<file path="src/rtl/pipeline_hazard_ctrl.sv">
// Hazard/control-select sequencer for the 5-stage MIPS pipeline: stalls, redirects, forwarding selects.
// Optional statistics counters are enabled by defining HAZARD_STATS_EN.
module pipeline_hazard_ctrl #(
  parameter int REG_AW = 5,
  parameter int CNT_W  = 32
) (
  input  logic              clk,
  input  logic              rst_n,
  input  logic [REG_AW-1:0] id_rs,
  input  logic [REG_AW-1:0] id_rt,
  input  logic              id_uses_rt,
  input  logic              id_branch,
  input  logic              id_branch_taken,
  input  logic              id_jump,
  input  logic [REG_AW-1:0] ex_rs,
  input  logic [REG_AW-1:0] ex_rt,
  input  logic [REG_AW-1:0] ex_dst,
  input  logic              ex_reg_write,
  input  logic              ex_mem_read,
  input  logic [REG_AW-1:0] mem_dst,
  input  logic              mem_reg_write,
  input  logic              mem_mem_read,
  input  logic [REG_AW-1:0] wb_dst,
  input  logic              wb_reg_write,
  input  logic              ext_stall,
  output logic              pc_write,
  output logic              ifid_write,
  output logic              ifid_flush,
  output logic              idex_bubble,
  output logic [1:0]        pc_src,
  output logic [1:0]        fwd_a,
  output logic [1:0]        fwd_b,
  output logic [CNT_W-1:0]  stall_cycles,
  output logic [CNT_W-1:0]  flush_count
);

  typedef enum logic {RUN, STALL} state_t;

  state_t     state, state_next;
  logic [1:0] rem, rem_next;
  logic       ex_br_hit, mem_br_hit, ex_use_hit;
  logic [1:0] need;

  // $0 is hardwired to zero, so it never creates a dependence
  function automatic logic reg_hit(input logic [REG_AW-1:0] dst, input logic [REG_AW-1:0] src);
    return (dst != '0) && (dst == src);
  endfunction

  always_comb begin
    ex_br_hit  = id_branch && (reg_hit(ex_dst, id_rs) || reg_hit(ex_dst, id_rt));
    mem_br_hit = id_branch && (reg_hit(mem_dst, id_rs) || reg_hit(mem_dst, id_rt));
    ex_use_hit = reg_hit(ex_dst, id_rs) || (id_uses_rt && reg_hit(ex_dst, id_rt));
    need = 2'd0;
    if (ex_mem_read && ex_br_hit)       need = 2'd2;
    else if (ex_reg_write && ex_br_hit) need = 2'd1;
    else if (mem_mem_read && mem_br_hit) need = 2'd1;
    else if (ex_mem_read && ex_use_hit) need = 2'd1;
  end

  always_ff @(posedge clk or negedge rst_n) begin
    if (!rst_n) begin
      state <= RUN;
      rem   <= 2'd0;
    end else begin
      state <= state_next;
      rem   <= rem_next;
    end
  end

  // ext_stall freezes everything; a running stall countdown is never re-decided
  always_comb begin
    state_next  = state;
    rem_next    = rem;
    pc_write    = 1'b1;
    ifid_write  = 1'b1;
    ifid_flush  = 1'b0;
    idex_bubble = 1'b0;
    pc_src      = 2'b00;
    if (!rst_n) begin
      pc_write    = 1'b0;
      ifid_write  = 1'b0;
      idex_bubble = 1'b1;
    end else if (ext_stall) begin
      pc_write   = 1'b0;
      ifid_write = 1'b0;
    end else if (state == STALL) begin
      pc_write    = 1'b0;
      ifid_write  = 1'b0;
      idex_bubble = 1'b1;
      if (rem <= 2'd1) begin
        rem_next   = 2'd0;
        state_next = RUN;
      end else begin
        rem_next = rem - 2'd1;
      end
    end else if (need != 2'd0) begin
      pc_write    = 1'b0;
      ifid_write  = 1'b0;
      idex_bubble = 1'b1;
      if (need == 2'd2) begin
        state_next = STALL;
        rem_next   = 2'd1;
      end
    end else if (id_jump) begin
      pc_src     = 2'b10;
      ifid_flush = 1'b1;
    end else if (id_branch && id_branch_taken) begin
      pc_src     = 2'b01;
      ifid_flush = 1'b1;
    end
  end

  always_comb begin
    fwd_a = 2'b00;
    fwd_b = 2'b00;
    if (rst_n) begin
      if (mem_reg_write && reg_hit(mem_dst, ex_rs))     fwd_a = 2'b10;
      else if (wb_reg_write && reg_hit(wb_dst, ex_rs))  fwd_a = 2'b01;
      if (mem_reg_write && reg_hit(mem_dst, ex_rt))     fwd_b = 2'b10;
      else if (wb_reg_write && reg_hit(wb_dst, ex_rt))  fwd_b = 2'b01;
    end
  end

`ifdef HAZARD_STATS_EN
  // Outside reset idex_bubble is only ever raised by a hazard stall
  always_ff @(posedge clk or negedge rst_n) begin
    if (!rst_n) begin
      stall_cycles <= '0;
      flush_count  <= '0;
    end else begin
      if (idex_bubble) stall_cycles <= stall_cycles + CNT_W'(1);
      if (ifid_flush)  flush_count  <= flush_count + CNT_W'(1);
    end
  end
`else
  assign stall_cycles = '0;
  assign flush_count  = '0;
`endif

endmodule
</file>
<file path="config.mk">
export PLATFORM = sky130hd
export DESIGN_NAME = pipeline_hazard_ctrl
export DESIGN_NICKNAME = d
export VERILOG_FILES = /design/src/rtl/pipeline_hazard_ctrl.sv
export SDC_FILE = /design/constraint.sdc
export NUM_CORES = 1
export LEC_CHECK = 0
export ABC_AREA = 1
export CAP_MARGIN = 20
export CORE_MARGIN = 2
export CORE_UTILIZATION = 32
export CTS_CLUSTER_DIAMETER = 200
export DETAILED_ROUTE_END_ITERATION = 6
export PLACE_DENSITY = 0.86
export SLEW_MARGIN = 20
export SYNTH_ARGS = -nofsm -noshare
export SYNTH_HDL_FRONTEND = slang
export SYNTH_SLANG_ARGS = --single-unit
</file>
<file path="constraint.sdc">
create_clock -name clk -period 2.4 [get_ports clk]
set_input_delay 0.72 -clock clk [delete_from_list [all_inputs] [get_ports clk]]
set_output_delay 0.72 -clock clk [all_outputs]
set_load 0.01 [all_outputs]
</file>
==> key figures <==
Placed design
  – Pre-CTS WS: -1017 ps
  – HPWL Detailed: 2.965 mm
  – Number of port buffers: 56
  – Placed Cells: 343
  – RePlAce Congestion: 0.7785

Detailed routing
  – Remaining DRCs: 0
  – Vias per cell: 4.105
  – Total Wirelength: 3.556 mm
  – Drt pass-1 iters: 4
  – DRT iter0 DRCs: 32
  – Vias: 1441
  – Final ANT Viol Nets: 0
  – Detailed-route wire length per cell: 10.13 µm

Global routing
  – Vias in the first global route: 1376
  – Tot GR Track Use: 13.71%
  – GRT met2 Usage: 26.39%
  – GRT overflow: 0
  – Antenna violations before repair: 0
  – GRT busiest layer: met2
  – GR Layer Usage met1: 15.72%
  – Pin count of the biggest net entering global routing: 6
  – First-pass GRT wire length: 5.609 mm
  – Global routing usage on met3: 2.326%

Outcome
  – Failing checks: setup timing
  – Status: complete, but fails checks

Die
  – Core Footprint: 4058 µm²
  – Row Count: 23
  – Starting density of the core: 33.58%
  – I/O Pins: 121
  – Die height: 69.26 µm
  – Die X: 69.26 µm
  – DIE AREA: 4796 µm²

Pwr
  – Static Leak: 1.111 nW
  – Worst vdd ir: 0.0001355 V
  – Power per cell area: 288.0 nW/µm²
  – Power Total: 0.5716 mW

Synth
  – Cells after synthesis: 220
  – Post-synth cell types: 27
  – Warnings from Yosys: 0
  – Mean Syn Cell Area: 6.193 µm²
  – Sequential-to-total area share from yosys stat: 5.510%
  – Area of the mapped netlist: 1363 µm²
  – Post-synth top area cell: buf_4
  – Top cell type's share of synthesized area: 35.81%
  – Synth top area cells: buf_4, nand2_1, xnor2_1
  – Seq cells post-synth: 3

Setup path
  – Critical path startpoint category: input port
  – Worst path required time: 1680 ps
  – Worst r2r src: state$_DFFE_PN0P_
  – RR Endpoint: rem[0]$_DFFE_PN0P_
  – Critical Path Sink Type: output port
  – Crit path max fanout: 3
  – WP data arrival: 1840 ps
  – Worst Setup Path Type: in2out
  – R2R depth: 5
  – R2r setup slk: 1420 ps

Clock tree
  – Clock Latency Late Sink: 210 ps
  – Clock slew seen by the registers of the worst setup and hold paths: 30 ps
  – CTS Hold Bufs: 0
  – H-tree depth: 1
  – Max Buffers Root-to-Sink: 2
  – TritonCTS sink count: 3
  – Cts bufs inserted: 3
  – Root buffer cell: clkbuf_8
  – CTS tree: done

STA
  – Final hold vios: 0
  – Hold WS: 495.0 ps
  – Clock Skew: 3.578 ps
  – Unrepaired setup endpoints after global routing: yes
  – Final Slew Violations: 0
  – Fin worst setup slack: -160.7 ps
  – Tmin final: 2561 ps
  – Max Fclk: 0.3905 GHz
  – Crit share post-route: 106.7%
  – Setup violations, final: 7

Worst hold path
  – Hold Crit Depth: 2
  – Hold path start: rem[0]$_DFFE_PN0P_
  – Hold Path Class: reg2reg
  – Hold Path Sink: rem[0]$_DFFE_PN0P_

Finish
  – Share of layout cells above drive strength 1: 34.22%
  – Cell Count, Final, Fillers Out: 351
  – Area growth syn-to-layout: 45.64%
  – Post-Route Utilization: 48.91%
  – # diodes: 0
  – Final nets: 349
  – Fillers: 432

Flow run
  – # Max-Cap Violations: 0
kinds of logic (layout without fill, tap and decap cells):
| family | count (synthesis) | in the layout | share of synthesized area (%) |
|---|---|---|---|
| compound gates | 14 | 14 | 7.530 |
| other cells | 1 | 64 | 0.2752 |
| flops | 3 | 3 | 5.509 |
| xor+xnor | 24 | 24 | 15.43 |
| simple gates | 91 | 91 | 29.29 |
| buf+inv | 87 | 105 | 41.97 |
layer usage:
| layer | up-vias | share of wire (%) |
|---|---|---|
| li1 | 727 | - |
| met1 | 646 | 39 |
| met2 | 68 | 53 |
| met3 | 0 | 7.4 |
| met4 | 0 | 0 |
| met5 | - | 0 |
timing repair:
| action | 4_1_cts | 5_1_grt |
|---|---|---|
| pin swaps | 42 | 26 |
| endpoints found under the setup margin | 10 | 10 |
| gates resized for setup | 200 | 14 |
| setup buffers | 5 | 0 |
critical path: stages:
cell and delay, ps:
buf_6 100, buf_6 110, xnor2_2 110, nand2_1 70
nor2_1 100, nand2_1 80, nand2_2 130, nand3_4 100
nand3_2 80, nand2_1 50, nand2_1 60, buf_2 130
worst max-delay path by stage:
stage / start / endpoint / slack [ps] / cells after the start
floorplan: mem_dst[2] / pc_write / 3 / 9
global placement: mem_dst[0] / ifid_flush / -990 / 9
detailed placement: mem_dst[0] / ifid_flush / -1020 / 9
CTS: ex_dst[0] / ifid_flush / -180 / 11
global route: ex_dst[0] / pc_src[0] / -240 / 11
finish: ex_dst[0] / idex_bubble / -160 / 12
cells in the mapped netlist:
master,number
dfrtp_1,3
nand2_2,2
nor3_1,3
o21bai_1,1
o22ai_1,3
xor2_1,11
nand4_1,2
o21ai_0,1
inv_1,19
o2111ai_1,2
a21oi_4,1
nand3_1,12
a211oi_1,3
xnor2_1,13
buf_2,1
nor2_1,26
nand2_1,40
nor3_2,1
inv_2,2
nand4_2,1
and3_1,1
or2_2,1
conb_1,1
nand3_2,1
nor4_1,1
buf_4,65
a21oi_1,3
power by group:
part	switching, mW	internal, mW	total [mW]
Sequential	0.0109	0.0634	0.0743
Clock	0.0337	0.113	0.147
Combinational	0.196	0.155	0.350
Total	0.240	0.331	0.572
per-stage QoR:
step / TNS, ps / cell area, µm²
after CTS: -1253 / 1988
after global routing: -1741 / 1984
after floorplan: 0 / 1599
after detailed placement: -9472 / 1879
after global placement: -9320 / 1879
final: -920.4 / 1984
placed cells by master (no fill, tap or decap), types with 6 or more instances in the layout:
cell             count
clkdlybuf4s50_1      6
nor2_1              21
buf_2               25
buf_6                8
xnor2_1              8
nand3_1              9
conb_1              64
nand2_1             40
inv_1               14
buf_4               21
xor2_1              11
dlygate4sd2_1        9
inv_2                6
flip-flops by register name, summed over array words and instances (netlist names):
name	count
rem	2
state	1
layout make-up:
type	instances	area (µm²)	share of cell area (%)
Tap cell	50	62.56	3.153
Sequential cell	3	75.07	3.783
Clock buffer	4	45.04	2.270
Multi-Input combinational cell	193	1109	55.86
Inverter	21	81.33	4.098
Timing Repair Buffer	80	611.8	30.83
Power figures use the tool's default switching activity.
